===== src/rtl/alu_op_queue_if.sv =====
// alu_op_queue_if
//   Bundles the request handshake, the ALU drive/return path and the
//   result handshake of alu_op_queue.
//   slave  : the queue side (alu_op_queue uses this modport)
//   master : the environment side (producer, consumer and ALU)
//   Signals:
//     in_valid/in_ready, in_a, in_b, in_op, in_tag  - request channel
//     alu_a, alu_b, alu_op, alu_c                    - combinational ALU path
//     out_valid/out_ready, out_c, out_tag, out_zero  - result channel
//     count                                          - queued entries
interface alu_op_queue_if #(
    parameter int DEPTH = 4,
    parameter int TAG_W = 4,
    parameter int CW    = $clog2(DEPTH) + 1
);
    logic             in_valid;
    logic             in_ready;
    logic [31:0]      in_a;
    logic [31:0]      in_b;
    logic [2:0]       in_op;
    logic [TAG_W-1:0] in_tag;

    logic [31:0]      alu_a;
    logic [31:0]      alu_b;
    logic [2:0]       alu_op;
    logic [31:0]      alu_c;

    logic             out_valid;
    logic             out_ready;
    logic [31:0]      out_c;
    logic [TAG_W-1:0] out_tag;
    logic             out_zero;

    logic [CW-1:0]    count;

    modport slave (
        input  in_valid, in_a, in_b, in_op, in_tag, alu_c, out_ready,
        output in_ready, alu_a, alu_b, alu_op, out_valid, out_c, out_tag,
               out_zero, count
    );

    modport master (
        output in_valid, in_a, in_b, in_op, in_tag, alu_c, out_ready,
        input  in_ready, alu_a, alu_b, alu_op, out_valid, out_c, out_tag,
               out_zero, count
    );
endinterface


===== src/rtl/alu_op_queue.sv =====
// alu_op_queue
//   Operand issue queue in front of the combinational ALU. Requests are
//   buffered in a DEPTH-entry circular FIFO; the head entry drives the ALU
//   and its result is captured into a registered, tagged result slot.
//   Ports:
//     clk   - rising-edge clock
//     reset - synchronous, active-low reset
//     bus   - alu_op_queue_if.slave (request, ALU and result channels)
module alu_op_queue #(
    parameter int DEPTH = 4,
    parameter int TAG_W = 4,
    parameter int CW    = $clog2(DEPTH) + 1
) (
    input  logic           clk,
    input  logic           reset,
    alu_op_queue_if.slave  bus
);
    localparam int DATA_W = 32;
    localparam int PW     = $clog2(DEPTH);

    function automatic logic is_zero(input logic [DATA_W-1:0] v);
        return (v == '0);
    endfunction

    // queue storage: data only, never reset
    logic [DATA_W-1:0] a_mem   [DEPTH];
    logic [DATA_W-1:0] b_mem   [DEPTH];
    logic [2:0]        op_mem  [DEPTH];
    logic [TAG_W-1:0]  tag_mem [DEPTH];

    logic [PW-1:0]     rp;
    logic [PW-1:0]     wp;
    logic [CW-1:0]     cnt;
    logic [CW-1:0]     cnt_nxt;

    logic              in_ready;
    logic              push;
    logic              not_empty;
    logic              load;

    // result slot (stage p1)
    logic              vld_p1;
    logic [DATA_W-1:0] c_p1;
    logic [TAG_W-1:0]  tag_p1;
    logic              zero_p1;

    // full check looks only at count, so a full queue stalls input even
    // when the head is being popped this cycle
    assign in_ready  = (cnt != CW'(DEPTH));
    assign push      = bus.in_valid && in_ready;
    assign not_empty = (cnt != '0);
    assign load      = not_empty && (!vld_p1 || bus.out_ready);

    always_comb begin
        cnt_nxt = cnt;
        if (push && !load) begin
            cnt_nxt = cnt + CW'(1);
        end else if (!push && load) begin
            cnt_nxt = cnt - CW'(1);
        end
    end

    // stage p0: queue write
    always_ff @(posedge clk) begin
        if (push) begin
            a_mem[wp]   <= bus.in_a;
            b_mem[wp]   <= bus.in_b;
            op_mem[wp]  <= bus.in_op;
            tag_mem[wp] <= bus.in_tag;
        end
    end

    always_ff @(posedge clk) begin
        if (!reset) begin
            rp  <= '0;
            wp  <= '0;
            cnt <= '0;
        end else begin
            if (push) begin
                wp <= wp + PW'(1);
            end
            if (load) begin
                rp <= rp + PW'(1);
            end
            cnt <= cnt_nxt;
        end
    end

    // head entry to the ALU; idle queue drives zeros
    assign bus.alu_a  = not_empty ? a_mem[rp]  : '0;
    assign bus.alu_b  = not_empty ? b_mem[rp]  : '0;
    assign bus.alu_op = not_empty ? op_mem[rp] : '0;

    // stage p1: result slot capture
    always_ff @(posedge clk) begin
        if (!reset) begin
            vld_p1  <= 1'b0;
            c_p1    <= '0;
            tag_p1  <= '0;
            zero_p1 <= 1'b1;
        end else if (load) begin
            vld_p1  <= 1'b1;
            c_p1    <= bus.alu_c;
            tag_p1  <= tag_mem[rp];
            zero_p1 <= is_zero(bus.alu_c);
        end else if (vld_p1 && bus.out_ready) begin
            // slot drained with nothing behind it; payload left stale
            vld_p1  <= 1'b0;
        end
    end

    assign bus.in_ready  = in_ready;
    assign bus.out_valid = vld_p1;
    assign bus.out_c     = c_p1;
    assign bus.out_tag   = tag_p1;
    assign bus.out_zero  = zero_p1;
    assign bus.count     = cnt;
endmodule


===== src/flat_wrapper.sv =====
// flat-port wrapper written by rule: the top's interface ports become plain ports
module alu_op_queue_flat 
#(
    parameter int DEPTH = 4,
    parameter int TAG_W = 4,
    parameter int CW    = $clog2(DEPTH) + 1
)
  (clk, reset, bus_in_valid, bus_in_a, bus_in_b, bus_in_op, bus_in_tag, bus_alu_c, bus_out_ready, bus_in_ready, bus_alu_a, bus_alu_b, bus_alu_op, bus_out_valid, bus_out_c, bus_out_tag, bus_out_zero, bus_count);
  alu_op_queue_if #(.DEPTH(DEPTH), .TAG_W(TAG_W), .CW(CW)) bus_i ();
  input  logic clk;
  input  logic reset;
  input wire logic [$bits(bus_i.in_valid)-1:0] bus_in_valid;
  input wire logic [$bits(bus_i.in_a)-1:0] bus_in_a;
  input wire logic [$bits(bus_i.in_b)-1:0] bus_in_b;
  input wire logic [$bits(bus_i.in_op)-1:0] bus_in_op;
  input wire logic [$bits(bus_i.in_tag)-1:0] bus_in_tag;
  input wire logic [$bits(bus_i.alu_c)-1:0] bus_alu_c;
  input wire logic [$bits(bus_i.out_ready)-1:0] bus_out_ready;
  output wire logic [$bits(bus_i.in_ready)-1:0] bus_in_ready;
  output wire logic [$bits(bus_i.alu_a)-1:0] bus_alu_a;
  output wire logic [$bits(bus_i.alu_b)-1:0] bus_alu_b;
  output wire logic [$bits(bus_i.alu_op)-1:0] bus_alu_op;
  output wire logic [$bits(bus_i.out_valid)-1:0] bus_out_valid;
  output wire logic [$bits(bus_i.out_c)-1:0] bus_out_c;
  output wire logic [$bits(bus_i.out_tag)-1:0] bus_out_tag;
  output wire logic [$bits(bus_i.out_zero)-1:0] bus_out_zero;
  output wire logic [$bits(bus_i.count)-1:0] bus_count;
  assign bus_i.in_valid = bus_in_valid;
  assign bus_i.in_a = bus_in_a;
  assign bus_i.in_b = bus_in_b;
  assign bus_i.in_op = bus_in_op;
  assign bus_i.in_tag = bus_in_tag;
  assign bus_i.alu_c = bus_alu_c;
  assign bus_i.out_ready = bus_out_ready;
  assign bus_in_ready = bus_i.in_ready;
  assign bus_alu_a = bus_i.alu_a;
  assign bus_alu_b = bus_i.alu_b;
  assign bus_alu_op = bus_i.alu_op;
  assign bus_out_valid = bus_i.out_valid;
  assign bus_out_c = bus_i.out_c;
  assign bus_out_tag = bus_i.out_tag;
  assign bus_out_zero = bus_i.out_zero;
  assign bus_count = bus_i.count;
  alu_op_queue #(.DEPTH(DEPTH), .TAG_W(TAG_W), .CW(CW)) u_core (.clk(clk), .reset(reset), .bus(bus_i));
endmodule

===== config.mk =====
export PLATFORM = sky130hd
export DESIGN_NAME = alu_op_queue_flat
export DESIGN_NICKNAME = d
export VERILOG_FILES = /design/src/rtl/alu_op_queue_if.sv /design/src/rtl/alu_op_queue.sv /design/src/flat_wrapper.sv
export SDC_FILE = /design/constraint.sdc
export NUM_CORES = 1
export LEC_CHECK = 0
export ABC_AREA = 0
export CORE_MARGIN = 4
export CORE_UTILIZATION = 53
export CTS_CLUSTER_DIAMETER = 50
export DETAILED_ROUTE_END_ITERATION = 12
export GPL_TIMING_DRIVEN = 0
export PLACE_DENSITY = 0.77
export SLEW_MARGIN = 20
export SYNTH_ARGS = -nofsm -noshare
export SYNTH_HDL_FRONTEND = slang
export SYNTH_SLANG_ARGS = --single-unit

===== constraint.sdc =====
create_clock -name clk -period 3.52 [get_ports clk]
set_clock_uncertainty 0.15 [all_clocks]
set_input_delay 0.352 -clock clk [delete_from_list [all_inputs] [get_ports clk]]
set_output_delay 0.352 -clock clk [all_outputs]
set_load 0.01 [all_outputs]

==> impl_metrics.ini <==
[status]
status = completed

[routing]
drc = 0
viasPerCell = 5.55
vias = 7102
drt_iter0_drc = 523
wl_per_cell_um = 21.0
dr.pass1.iters = 5
wirelength_um = 26900
ant_nets = 0

[clock_tree]
clk_path_buf_depth = 3
cts_tree = built
numCtsBuffers = 35
clock-root-buffer = clkbuf_16
htreeDepth = 2
cts.sinks = 331
cts.clk_slew.worst_paths_ns = 0.06
postCtsSetupBuffers = 0
insertion_delay_ns = 0.49

[sta]
relSlewSlack_pct = 54.7
finalCriticalPeriod_ns = 3.40
setup_viol = 0
post-route-period-util_pct = 96.5
hold_viol = 0
fmax_ghz = 0.294
slew_violations = 0
rsz0062_at_grt = no
worst_pin_slew_ns = 0.680

[setup_path]
reg2reg_depth = 9
reg2reg_slack_ns = 1.04
worstSetupStartpointType = flop
end_kind = output port
r2r-start = u_core.bus.count[0]
crit_fanout = 10
critical_path_class = reg2out
crit_start = u_core.bus.count[0]
endpoint = bus_alu_b[16]
critical_path.reg2reg.endpoint = u_core.bus.count[2]
worstPathArrival_ns = 2.90
critPathRequiredTime_ns = 3.02

[logic_synthesis]
synth-seq-cells = 331
synth_top_cell_by_area = edfxtp_1
synth_fp_nets = 792
synth_area_leaders = edfxtp_1, mux4_2, dfxtp_1
syn_area_sq_um = 12700
avgSynthCellArea_sq_um = 18.6
yosysMostFrequentCell = edfxtp_1
synth_common_cells = edfxtp_1, mux4_2, and2_1, dfxtp_1, a21oi_1
synth_edf_count = 284
ys_types = 32
async_flop_share_pct = 0
synth_ff_type = edfxtp_1
synth_seq_area_share_pct = 74.8
yosysWarnings = 0
synthDominantCellAreaShare_pct = 67.4
synthCells = 679

[finish]
fill_cells = 1522
diodes = 0
final_nets = 1048
final_util_pct = 70.2
drive_above_1_share_pct = 15.3
syn_to_final_growth_pct = 30.1
ff_latch_area_sq_um = 9470
multi_input_area_sq_um = 2930

[die]
pin_count = 216
core_sq_um = 23500
die_y_um = 163
rows = 56
die_area_sq_um = 26400
start_util_pct = 53.9
die_w_um = 163

[global_route]
antenna_found_initial = 0
grt_pass1_wl_um = 41000
overflow = 0
grt_max_degree = 46
grt_pass1_vias = 7428
grtUsageTotal_pct = 20.1

[hold_path]
hold_path.class = in2reg

[pwr]
p_per_area_nw_per_um2 = 768
total_power_mw = 12.7
p_leak_nw = 5.36
vdd.ir_drop.worst_v = 0.000563

[place]
port_buffers = 215
gp_congestion = 0.843
hpwl_um = 17600

[flow_run]
max_cap_violations = 0
[cell families after synthesis]
| family | count (synthesis) | synth area share (%) |
|---|---|---|
| muxes | 72 | 12.7 |
| xor gates and xnor gates | 2 | 0.138 |
| DFF | 331 | 74.8 |
| buffers and inverters | 51 | 2.22 |
| and+or+nand+nor | 131 | 6.02 |
| AOI/OAI and AO/OA | 86 | 3.45 |
| adders and majority gates | 6 | 0.652 |
[state kept, by name (all words and copies together) (netlist names), named ones only]
signal / count
u_core.bus.out_valid: 1
u_core.rp: 2
u_core.b_mem: 128
u_core.tag_mem: 16
u_core.wp: 2
u_core.bus.count: 3
u_core.bus.out_c: 32
u_core.op_mem: 12
u_core.bus.out_tag: 4
u_core.bus.out_zero: 1
u_core.a_mem: 128
[timing repair]
| item | CTS | global route |
|---|---|---|
| hold buffers | 0 | 0 |
| setup endpoints to repair | 0 | 1 |
| resized for setup | 0 | 2 |
[through the flow]
step	setup TNS, ns	instance area, sq um	std cells	worst slack, ns	hold slack, ns
floorplan	0	12700	679	0.423	0.280
global placement	-283.15	15200	1213	-1.05	0.315
detailed placement	0	15300	1217	0.643	0.321
CTS	0	16500	1280	0.0972	0.259
global route	0	16500	1280	0.0191	0.258
finish	0	16500	1280	0.122	0.281
[routing by layer]
metal / share of wire (%) / GRT usage (%) / wire [um]
met5: 0 / 0 / 0
met4: 2.0 / 5.07 / 536
met3: 8.3 / 5.44 / 2240
met2: 49 / 33.8 / 13100
met1: 41 / 26.6 / 11100
[cell type report]
class	count	share of cell area, %
Buffer	44	1.56
Clock buffer	46	5.95
Clock inverter	17	0.942
Inverter	7	0.160
Multi-Input combinational cell	297	17.8
Sequential cell	331	57.5
Tap cell	319	2.42
Timing Repair Buffer	219	13.7
[placed cells by master, fill, tap and decap left out, types with 2 or more instances in the layout]
cell	Yosys	final
ha_1	5	5
or3_1	2	2
clkbuf_1	20	26
nor4_1	8	8
xor2_1	2	2
a21oi_1	43	43
and3_4	0	4
inv_1	5	5
buf_2	14	14
o21ai_0	4	4
o21ai_1	37	37
clkinvlp_4	0	3
and2_1	67	67
nor2_1	3	3
nand3_1	39	39
inv_2	2	2
clkbuf_8	0	2
clkinv_1	0	10
edfxtp_1	284	284
clkbuf_16	0	37
bufinv_16	0	3
mux4_2	71	71
dfxtp_1	47	47
buf_16	0	3
nand4_1	2	2
clkdlybuf4s50_1	0	215
buf_12	4	5
buf_1	5	5
[worst max-delay path: stages (launching register included)]
cell and delay, ns:
dfxtp_1 0.46, or3_1 0.15, clkbuf_1 0.20, buf_2 0.39, clkbuf_1 0.38, and2_1 0.24
clkdlybuf4s50_1 0.56
[worst min-delay path by stage]
stage | start | end | slack (ns) | depth (start not counted)
global placement | u_core.bus.out_c[14] | u_core.bus.out_c[14] | 0.32 | 2
finish | reset | u_core.bus.out_zero | 0.28 | 2
CTS | reset | u_core.bus.out_zero | 0.26 | 2
global route | reset | u_core.bus.out_zero | 0.26 | 2
floorplan | reset | u_core.bus.out_zero | 0.28 | 1
detailed placement | u_core.bus.out_c[19] | u_core.bus.out_c[19] | 0.32 | 2
[report_power, final]
group / total, mW / internal [mW] / leakage (nW) / switching [mW]
Clock: 3.57 / 2.17 / 0.541 / 1.39
Sequential: 4.86 / 4.71 / 2.99 / 0.158
Combinational: 4.22 / 2.25 / 1.83 / 1.98
(Power assumes the default switching activity.)
